--- config.mk ---
export PLATFORM = sky130hd
export DESIGN_NAME = bundle_dispatcher
export DESIGN_NICKNAME = d
export VERILOG_FILES = /design/src/rtl/vliw_pkg.sv /design/src/rtl/dispatch_slot_tracker.sv /design/src/rtl/bundle_dispatcher.sv
export SDC_FILE = /design/constraint.sdc
export NUM_CORES = 1
export LEC_CHECK = 0
export BUFFER_PORTS_ARGS = -buffer_cell sky130_fd_sc_hd__clkbuf_2
export CAP_MARGIN = 10
export CORE_AREA = 2 2 167 169
export DETAILED_ROUTE_END_ITERATION = 10
export DIE_AREA = 0 0 169 171
export SLEW_MARGIN = 15
export SYNTH_ARGS = -nofsm -noshare
export SYNTH_HDL_FRONTEND = slang
export SYNTH_SLANG_ARGS = --single-unit
export TNS_END_PERCENT = 50
--- constraint.sdc ---
create_clock -name clk -period 2.1 [get_ports clk]
set_clock_uncertainty 0.1 [all_clocks]
set_input_delay 0.42 -clock clk [delete_from_list [all_inputs] [get_ports clk]]
set_output_delay 0.42 -clock clk [all_outputs]
set_load 0.005 [all_outputs]
--- src/rtl/vliw_pkg.sv ---
// Shared widths, dispatcher state encoding and the canonical NOP word for the VLIW issue path.
package vliw_pkg;

  localparam int INSTR_W = 32;
  localparam int ADDR_W  = 64;

  localparam logic [INSTR_W-1:0] NOP = 32'h0000_0013;

  typedef enum logic {
    IDLE = 1'b0,
    WAIT = 1'b1
  } dispatch_state_t;

endpackage

--- src/rtl/dispatch_slot_tracker.sv ---
// Per-slot completion tracker: remembers that the FU has started, reports done once it has
// gone idle again (or immediately when the slot carries no instruction).
module dispatch_slot_tracker (
  input  logic clk,
  input  logic rst,
  input  logic clear,
  input  logic mask,
  input  logic fu_working,
  output logic done
);

  logic started;

  always_ff @(posedge clk) begin
    if (rst || clear) begin
      started <= 1'b0;
    end else if (fu_working) begin
      started <= 1'b1;
    end
  end

  assign done = !mask || (started && !fu_working);

endmodule

--- src/rtl/bundle_dispatcher.sv ---
// Issue side of the FU interface: accepts one bundle, pulses per-slot instructionReady for one
// cycle, then blocks fetch until every issued FU has worked and gone idle, or the wait times out.
module bundle_dispatcher
  import vliw_pkg::*;
#(
  parameter int NUM_FU  = 4,
  parameter int TIMEOUT = 64
) (
  input  logic                      clk,
  input  logic                      rst,
  input  logic                      bundle_valid,
  output logic                      bundle_ready,
  input  logic [NUM_FU*INSTR_W-1:0] bundle_data,
  input  logic [NUM_FU-1:0]         bundle_slot_valid,
  input  logic [ADDR_W-1:0]         bundle_addr,
  output logic [NUM_FU*INSTR_W-1:0] fu_instruction,
  output logic [ADDR_W-1:0]         fu_bundle_addr,
  output logic [NUM_FU-1:0]         fu_instruction_ready,
  input  logic [NUM_FU-1:0]         fu_working,
  output logic                      busy,
  output logic                      fault,
  output logic [31:0]               bundles_retired
);

  localparam int CNT_W = $clog2(TIMEOUT);

  dispatch_state_t   state, state_next;
  logic [NUM_FU-1:0] mask;
  logic [NUM_FU-1:0] done;
  logic [CNT_W-1:0]  wait_cnt;
  logic              accept, all_done, at_limit;
  logic              retire, time_out;

  assign bundle_ready = (state == IDLE) && !rst && (fu_working == '0);
  assign accept       = bundle_valid && bundle_ready;
  assign all_done     = &done;
  assign at_limit     = (wait_cnt == CNT_W'(TIMEOUT - 1));

  for (genvar i = 0; i < NUM_FU; i++) begin : g_slot
    dispatch_slot_tracker u_tracker (
      .clk        (clk),
      .rst        (rst),
      .clear      (accept),
      .mask       (mask[i]),
      .fu_working (fu_working[i]),
      .done       (done[i])
    );
  end

  always_ff @(posedge clk) begin
    if (rst) begin
      state <= IDLE;
    end else begin
      state <= state_next;
    end
  end

  always_comb begin
    state_next = state;
    case (state)
      IDLE:    if (accept) state_next = WAIT;
      WAIT:    if (all_done || at_limit) state_next = IDLE;
      default: state_next = IDLE;
    endcase
  end

  // Completion on the limit cycle counts as a retire, not a timeout.
  always_comb begin
    retire   = 1'b0;
    time_out = 1'b0;
    if (state == WAIT) begin
      retire   = all_done;
      time_out = !all_done && at_limit;
    end
  end

  always_ff @(posedge clk) begin
    if (rst) begin
      fu_instruction       <= '0;
      fu_bundle_addr       <= '0;
      fu_instruction_ready <= '0;
      mask                 <= '0;
      wait_cnt             <= '0;
      busy                 <= 1'b0;
      fault                <= 1'b0;
      bundles_retired      <= '0;
    end else begin
      fu_instruction_ready <= '0;
      busy                 <= (state_next != IDLE);
      if (accept) begin
        fu_instruction       <= bundle_data;
        fu_bundle_addr       <= bundle_addr;
        fu_instruction_ready <= bundle_slot_valid;
        mask                 <= bundle_slot_valid;
        wait_cnt             <= '0;
      end else if (state == WAIT) begin
        wait_cnt <= wait_cnt + CNT_W'(1);
      end
      if (retire) begin
        bundles_retired <= bundles_retired + 32'd1;
      end
      if (time_out) begin
        fault <= 1'b1;
      end
    end
  end

endmodule

==> results.cfg, run 1 <==
[run_status]
failing_checks = setup timing
status = finished with violations

[timing]
finalSetupViolations = 1
clock.fmax_mhz = 475
postLayoutSetupSlackWorst_ns = -0.00349
worstMarginPinSlew_ns = 0.884
grt_setup_unrepaired = true
timing.final.crit_share_pct = 100
slew_violations = 0
post-route-min-period_ns = 2.10
max_slew_margin_pct = 41.1
final_hold_viol_count = 0

[cts]
cts-root-buf = clkbuf_16
cts_sinks = 244
htree_num_levels = 1
cts_inserted_buffers = 28
clk_path_buf_depth = 3
tritoncts = done
clk_pin_slew_worst_paths_ns = 0.06
clock_insertion_delay_worst_skew_ns = 0.55

[setup_path]
timing.critical_path.to_type = output port
cp_slowest_cell = or4_4
worstPathArrival_ns = 1.58
cp.buffers_inverters = 1
slowest_delay_ns = 0.42
worst_path_dominant_cell_family = simple AND/OR/NAND/NOR gates
worstSetupStartpointType = register
crit_chain = or4_4 -> nor3_4 -> buf_2
path_class = register to output port
req_time_crit_path_ns = 1.58
worstPathMaxFanout = 2

[placement]
post-place-cells = 1860
place.port_buffers = 433
dpl_cell_area_mm2 = 0.0120
dp_hpwl_um = 21400
globalplace.congestion = 0.836

[die]
fp.dieH_um = 171
initial_core_util_pct = 33.7
floorplan.io_pins = 434
die_area_mm2 = 0.0289
core_area_mm2 = 0.0273
core.rowCount = 61
die_x_um = 169

[grt]
antenna_found_initial = 3
grt-ovfl-total = 0
grt.busiest_layer = met2
pin_count_of_the_biggest_net_entering_global_routing = 229
first_pass_grt_wire_length_um = 50500
met3_track_demand_over_resource_pct = 5.16
track_usage_pct = 21.6
grt.met2_usage_pct = 36.3
grt_util_met1_pct = 25.4
first_global_vias = 9756

[power_and_ir_drop]
p_int_w = 0.00829
power_frac_clock_pct = 48.1
seq_power_share_pct = 44.7
max-vdd-ir-drop_mv = 0.500
power.density_mw_per_mm2 = 705
power_switching_w = 0.00225
netSwitchingFraction_pct = 21.3
static-leakage-power_nw = 7.19
logic_gate_share_of_total_power_pct = 7.3

[drt]
dr.first_iter.drc_count = 553
route.detailed.drc = 0
wl_per_cell_um = 15.6
antenna_left = 0
drtPass1Iterations = 7
vias_per_cell = 4.75
total_length_of_routed_wires_um = 32800
vias = 10000

[min_path]
min-delay-path-class = primary input to register

[synthesis]
postSynthNetCount = 1303
mean_instance_size_in_the_synthesized_netlist_um2 = 8.38
fraction_of_the_yosys_area_taken_by_sequential_cells_pct = 53.1
synthDistinctLibCells = 34
netlist_instances = 1098
synth_edf_count = 0
synth-warning-count = 0
async_flop_share_pct = 0
synth_area_mm2 = 0.00920
synth-seq-cells = 244
synth_top_flop_cell = dfxtp_1

[layout]
commonest_cells_after_routing_fill_and_taps_aside = 431 x clkbuf_2, 401 x nand2_1, 241 x dfxtp_1
post_layout_nonfiller_instances = 2104
layout.nets = 1941
share_of_layout_cells_above_drive_strength_1_pct = 31.5
synthToLayoutAreaGrowth_pct = 62.4
filler_cell_count = 2465
final_common_cell = clkbuf_2
finalInstanceArea_mm2 = 0.0149

[run]
max-cap-violations = 0
-- cell type report --
cell class	count	area (um2)	share of cell area [%]
Clock buffer	44	891	5.96
Timing Repair Buffer	682	4670	31.3
Clock inverter	5	88.8	0.595
Antenna cell	3	7.51	0.0502
Tap cell	346	433	2.90
Sequential cell	244	4890	32.7
Inverter	6	22.5	0.151
Multi-Input combinational cell	774	3940	26.4
-- cells in the mapped netlist (6+ instances only) --
| library cell | n | area share [%] |
|---|---|---|
| nand2_1 | 402 | 16 |
| dfxtp_1 | 244 | 53 |
| nand3b_1 | 141 | 12 |
| a21oi_1 | 74 | 4.0 |
| clkbuf_1 | 36 | 1.5 |
| nor2_1 | 28 | 1.1 |
| buf_2 | 25 | 1.4 |
| nand3_1 | 17 | 0.92 |
| nand4_1 | 13 | 0.88 |
| o21ai_0 | 11 | 0.60 |
| or3_1 | 11 | 0.75 |
| or4_1 | 11 | 0.90 |
| and3_1 | 10 | 0.68 |
| o31ai_1 | 10 | 0.82 |
| buf_4 | 9 | 0.73 |
| xor2_1 | 8 | 0.76 |
| inv_1 | 6 | 0.24 |
-- logic make-up after synthesis --
family / count (synthesis) / synth area share (%)
flops: 244 / 53.1
simple gates: 651 / 34.5
xor+xnor: 13 / 1.24
fa+ha+maj: 2 / 0.272
compound gates: 106 / 6.41
buf+inv: 80 / 4.30
mux: 2 / 0.218
-- state kept, by name (all words and copies together) (netlist names) --
signal / count
bundles_retired: 32
fu_instruction: 128
fu_bundle_addr: 64
fu_instruction_ready: 4
mask: 4
fault: 1
busy: 1
g_slot.u_tracker.started: 4
wait_cnt: 6
-- power by group through the flow --
stage	combinational (W)	sequential, W	clock [W]
6_report	0.000765	0.00471	0.00507
5_1_grt	0.000821	0.00471	0.00542
4_1_cts	0.000753	0.00470	0.00522
3_5_place_dp	0.000463	0.00481	0
3_3_place_gp	0.000463	0.00480	0
2_1_floorplan	0.000163	0.00481	0
-- repair_timing --
action,in CTS,in global routing
hold buffers,189,0
pin swaps,2,4
buffers inserted,1,3
resized for setup,1,7
endpoints found under the hold margin,189,0
endpoints found under the setup margin,1,12
-- worst register-to-register path, delay by kind of cell, from the launching register on --
family,cells,cell delay [ns]
AOI/OAI and AO/OA,1,0.14
buffers and inverters,2,0.38
and+or+nand+nor,4,0.98
DFF,1,0.32
-- through the flow --
step           hold slack (ns)  setup TNS, ns  worst slack [ns]  utilization [%]  total power (W)
2_1_floorplan            0.326              0            0.0444                -          0.00497
5_1_grt                 0.0355        -0.0765           -0.0516             54.7           0.0110
4_1_cts                0.00329         -0.102            -0.102             54.5           0.0107
3_3_place_gp             0.340         -10.29            -0.102             44.0          0.00527
3_5_place_dp             0.345         -12.20            -0.114             44.0          0.00527
6_report                0.0334       -0.00349          -0.00349             54.7           0.0105
-- final timing paths --
| check | start | endpoint | slack (ns) | cells past startpoint |
|---|---|---|---|---|
| setup / recovery | busy | bundle_ready | -0.003 | 3 |
| hold / removal | bundle_slot_valid[0] | fu_instruction_ready[0] | 0.03 | 2 |
| setup reg to reg | busy | bundles_retired[24] | 0.11 | 7 |
| hold reg to reg | fu_instruction[108] | fu_instruction[108] | 0.35 | 2 |
-- per-layer routing --
layer | vias to the layer above | part of all wire [%]
li1 | 4905 | -
met1 | 4639 | 40
met2 | 355 | 48
met3 | 103 | 6.7
met4 | 0 | 5.4
met5 | - | 0
Power figures use the tool's default switching activity.
==> inputs of run 2 (changes only) <==
CAP_MARGIN = 20   (was 10)
clock period = 2.6 ns   (was 2.1 ns; I/O delays follow)
==> run 2 against run 1 <==
  * The run now ends clean
  * Non-clock buffer count is 230 lower
  * Flip-flop and latch count unchanged
  * Critical path depth rose by 1
  * Combinational power is 53% lower
  * Clock power is 21% lower
  * Cell count decreased by 11%
  * Critical endpoint unchanged
==> results.cfg, run 2 (synthesized netlist as in run 1, its figures left out) <==
[run_status]
status = complete, no violations

[cts]
clock_insertion_delay_worst_skew_ns = 0.54
tritoncts = done
htree_num_levels = 1
cts-root-buf = clkbuf_16
cts_inserted_buffers = 28
clk_path_buf_depth = 3
cts_sinks = 244
post_cts_hold_buffer_count = 0
clk_pin_slew_worst_paths_ns = 0.07

[drt]
wl_per_cell_um = 15.7
dr.first_iter.drc_count = 615
vias_per_cell = 4.71
drtPass1Iterations = 6
route.detailed.drc = 0
antenna_left = 0
total_length_of_routed_wires_um = 29400
vias = 8844

[layout]
synthToLayoutAreaGrowth_pct = 37.7
final_common_cell = clkbuf_2
commonest_cells_after_routing_fill_and_taps_aside = 432 x clkbuf_2, 401 x nand2_1, 244 x dfxtp_1
area_used_by_multi_input_combinational_logic_mm2 = 0.00393
register_area_mm2 = 0.00488
largest_register = fu_instruction
share_of_layout_cells_above_drive_strength_1_pct = 33.2
layout_top_registers = fu_instruction: 128 flops, fu_bundle_addr: 64 flops, bundles_retired: 32 flops
layout.nets = 1711
largest_register_ff_count = 128
filler_cell_count = 2746
finalInstanceArea_mm2 = 0.0127

[min_path]
min-delay-path-class = primary input to register

[setup_path]
worstPathMaxFanout = 6
req_time_crit_path_ns = 1.98
critPathLaunch = busy
worstSetupStartpointType = register
reg2reg_setup_slack_ns = 0.41
critical_register_to_register_path_endpoint = fu_bundle_addr[3]
timing.critical_path.to_type = output port
ff2ff_path_depth = 8
worstPathArrival_ns = 1.92
crit-reg2reg-launch = busy
crit_path_end = bundle_ready
path_class = register to output port

[timing]
clock.fmax_mhz = 393
max_slew_margin_pct = 21.1
post-route-min-period_ns = 2.54
slew_violations = 0
worstMarginPinSlew_ns = 1.18
hold-worst-slack_ns = 0.0534
finalSetupViolations = 0
timing.final.crit_share_pct = 97.8
final_hold_viol_count = 0

[grt]
first_pass_grt_wire_length_um = 44900
antenna_found_initial = 5
track_usage_pct = 19.3
pin_count_of_the_biggest_net_entering_global_routing = 229
first_global_vias = 8305
grt-ovfl-total = 0

[die]
fp.dieH_um = 171
initial_core_util_pct = 33.7
die_x_um = 169
die_area_mm2 = 0.0289
core.rowCount = 61
floorplan.io_pins = 434
core_area_mm2 = 0.0273

[placement]
place.port_buffers = 433
globalplace.congestion = 0.832
dpl_cell_area_mm2 = 0.0117
dp_hpwl_um = 20400

[power_and_ir_drop]
max-vdd-ir-drop_mv = 0.558
power.density_mw_per_mm2 = 647
static-leakage-power_nw = 6.16

[run]
max-cap-violations = 0
==> run 2: changes by cell type in the layout (fill, tap and decap cells not counted), sizes merged <==
cell         previous run  this run
dlygate4sd3           189         0
buf                    62        20
clkinv                  2         9
clkbuf                475       469
bufinv                  2         3
diode                   3         4
==> run 2: repair_timing <==
action	CTS	global route
endpoints found under the setup margin	0	1
resized for setup	0	2
buffers inserted	0	1
==> run 2: per-layer routing <==
metal	wire [um]	track usage (%)	vias to the layer above
met5	11	0	-
met4	1050	8.06	2
met3	2520	6.48	59
met2	13900	31.6	295
met1	12000	23.4	4027
li1	-	-	4461
==> run 2: final cells by class <==
class                   instances  area share [%]
flip-flops and latches        244            38.6
multi-input cells             774            31.1
repair buffers                452            19.2
clock buffers                  37            6.27
well taps                     346            3.42
clock inverters                13            1.22
inverters                       6           0.178
diodes                          4          0.0790
==> run 2: how the worst min path moves through the flow <==
stage	from	endpoint	slack, ns	depth (start not counted)
floorplan	mask[1]	mask[1]	0.33	1
finish	bundle_addr[17]	fu_bundle_addr[17]	0.05	3
global route	bundle_addr[27]	fu_bundle_addr[27]	0.03	3
CTS	bundle_addr[12]	fu_bundle_addr[12]	0.03	3
detailed placement	fault	fault	0.34	2
global placement	fault	fault	0.33	2
==> run 2: power by group <==
part,switching [W],total [W],internal [W]
sequential,0.0000205,0.00380,0.00378
clock,0.00159,0.00403,0.00244
combinational,0.000165,0.000363,0.000198
total,0.00178,0.00819,0.00641
==> run 2: critical path, cell delays in order (launching register included) <==
cell      delay [ns]
dfxtp_1         0.31
or4_4           0.54
nor3_4          0.24
buf_6           0.15
clkbuf_2        0.14
==> run 2: per-stage QoR <==
stage,util [%],cells,TNS [ns],setup slack [ns],power [W]
finish,46.4,1876,0,0.0561,0.00819
CTS,46.3,1871,0,0.0401,0.00830
global route,46.3,1875,-0.00760,-0.00760,0.00850
floorplan,-,1098,0,0.444,0.00401
detailed placement,42.8,1821,0,0.235,0.00424
global placement,42.8,1821,0,0.266,0.00424
==> inputs of run 3 (changes only) <==
PLACE_DENSITY_LB_ADDON = 0.08   (was default)
SKIP_CTS_REPAIR_TIMING = 1   (was default)
==> run 3 against run 2 <==
  * Clock power is 6.9% higher
  * Fmax is 1.3% higher
  * Cell area is 1.2% higher
  * Non-clock buffer count is 6 higher
  * Sequential power hardly changed
  * Critical path type unchanged
  * Critical endpoint unchanged
==> results.cfg, run 3 (synthesized netlist as in run 1, its figures left out) <==
[drt]
vias_per_cell = 4.67
drtPass1Iterations = 4
vias = 8788
wl_per_cell_um = 15.9
antenna_left = 0
total_length_of_routed_wires_um = 29800
dr.first_iter.drc_count = 571
route.detailed.drc = 0

[die]
die_x_um = 169
fp.dieH_um = 171
initial_core_util_pct = 33.7
core.rowCount = 61
die_area_mm2 = 0.0289
core_area_mm2 = 0.0273
floorplan.io_pins = 434

[placement]
dp_hpwl_um = 20600
globalplace.congestion = 0.747
post-place-cells = 1827
place.port_buffers = 433

[layout]
largest_register_ff_count = 128
layout_top_registers = fu_instruction: 128 flops, fu_bundle_addr: 64 flops, bundles_retired: 32 flops
layout.nets = 1718
commonest_cells_after_routing_fill_and_taps_aside = 432 x clkbuf_2, 401 x nand2_1, 244 x dfxtp_1
final_common_cell = clkbuf_2
post_layout_nonfiller_instances = 1882
synthToLayoutAreaGrowth_pct = 39.2
share_of_layout_cells_above_drive_strength_1_pct = 33.6
largest_register = fu_instruction

[power_and_ir_drop]
power.density_mw_per_mm2 = 662
max-vdd-ir-drop_mv = 0.369
logic_gate_share_of_total_power_pct = 4.3
power_switching_w = 0.00181
power_frac_clock_pct = 50.9
static-leakage-power_nw = 6.25
seq_power_share_pct = 44.8
p_int_w = 0.00667
netSwitchingFraction_pct = 21.3

[cts]
clk_path_buf_depth = 3
tritoncts = done
cts_sinks = 244
cts-root-buf = clkbuf_16
clock_insertion_delay_worst_skew_ns = 0.53
cts_inserted_buffers = 29
clk_pin_slew_worst_paths_ns = 0.06
htree_num_levels = 1

[grt]
pin_count_of_the_biggest_net_entering_global_routing = 229
grt-ovfl-total = 0
first_pass_grt_wire_length_um = 45900
first_global_vias = 8370
antenna_found_initial = 1
track_usage_pct = 19.6

[run]
max-cap-violations = 0

[setup_path]
reg2reg_setup_slack_ns = 0.38
crit_chain = or4_4 -> nor3_4 -> buf_4 -> clkbuf_2
timing.critical_path.to_type = output port
cp_slowest_cell = or4_4
worstSetupStartpointType = register
worstPathArrival_ns = 1.89
path_class = register to output port
req_time_crit_path_ns = 1.98
slowest_delay_ns = 0.55
worstPathMaxFanout = 5

[timing]
finalSetupViolations = 0
timing.final.crit_share_pct = 96.6
post-route-min-period_ns = 2.51
worstMarginPinSlew_ns = 0.970
grt_setup_unrepaired = false
clock.fmax_mhz = 398
totalNegativeSetupSlack_ns = 0
final_hold_viol_count = 0
max_slew_margin_pct = 35.4
slew_violations = 0

[min_path]
min-delay-path-class = primary input to register

[run_status]
status = complete, no violations
[run 3: changes by cell type in the layout (fill, tap and decap cells not counted)]
cell,previous run,this run
buf_12,9,12
inv_8,0,1
bufinv_16,3,4
diode_2,4,1
buf_6,2,0
clkinvlp_4,1,0
buf_4,9,14
clkbuf_8,6,9
clkinv_2,8,7
clkbuf_16,28,29
clkinv_8,1,0
[run 3: final timing paths]
kind	cells past startpoint	end	start
max	4	bundle_ready	busy
min	3	fu_bundle_addr[58]	bundle_addr[58]
max reg2reg	7	mask[2]	busy
min reg2reg	2	fu_instruction[85]	fu_instruction[85]
[run 3: through the flow]
stage,utilization [%],hold slack [ns],setup slack [ns],total power (W),cell area (um2)
floorplan,-,0.326,0.444,0.00401,9200
finish,46.9,0.0609,0.0882,0.00848,12800
detailed placement,43.1,0.346,0.107,0.00425,11800
CTS,46.8,0.0331,-0.0183,0.00861,12800
global route,46.9,0.0454,0.00270,0.00879,12800
global placement,43.1,0.341,0.123,0.00425,11800
[run 3: per-layer routing]
layer | vias up | wire, um | global-route usage (%)
li1 | 4459 | - | -
met1 | 4016 | 12300 | 24.1
met3 | 35 | 2400 | 6.27
met2 | 278 | 14500 | 33.4
met5 | - | 0 | 0
met4 | 0 | 554 | 5.02
[run 3: worst max-delay path, delay by kind of cell, from the launching register on]
| family | cells | cell delay, ns |
|---|---|---|
| buffers and inverters | 2 | 0.29 |
| flip-flops | 1 | 0.31 |
| AND/OR/NAND/NOR | 2 | 0.76 |
[run 3: power groups by stage]
stage          clock [W]  combinational (W)  sequential (W)
2_1_floorplan          0           0.000131         0.00388
3_3_place_gp           0           0.000366         0.00388
3_5_place_dp           0           0.000365         0.00388
4_1_cts          0.00444           0.000367         0.00380
5_1_grt          0.00459           0.000401         0.00380
6_report         0.00431           0.000363         0.00380
[run 3: cell type report]
cell class | instances | area (um2)
flip-flops and latches | 244 | 4880
clock buffers | 41 | 861
fillers | 2817 | 14500
multi-input cells | 774 | 3930
repair buffers | 458 | 2510
clock inverters | 12 | 166
inverters | 6 | 22.5
diodes | 1 | 2.50
well taps | 346 | 433
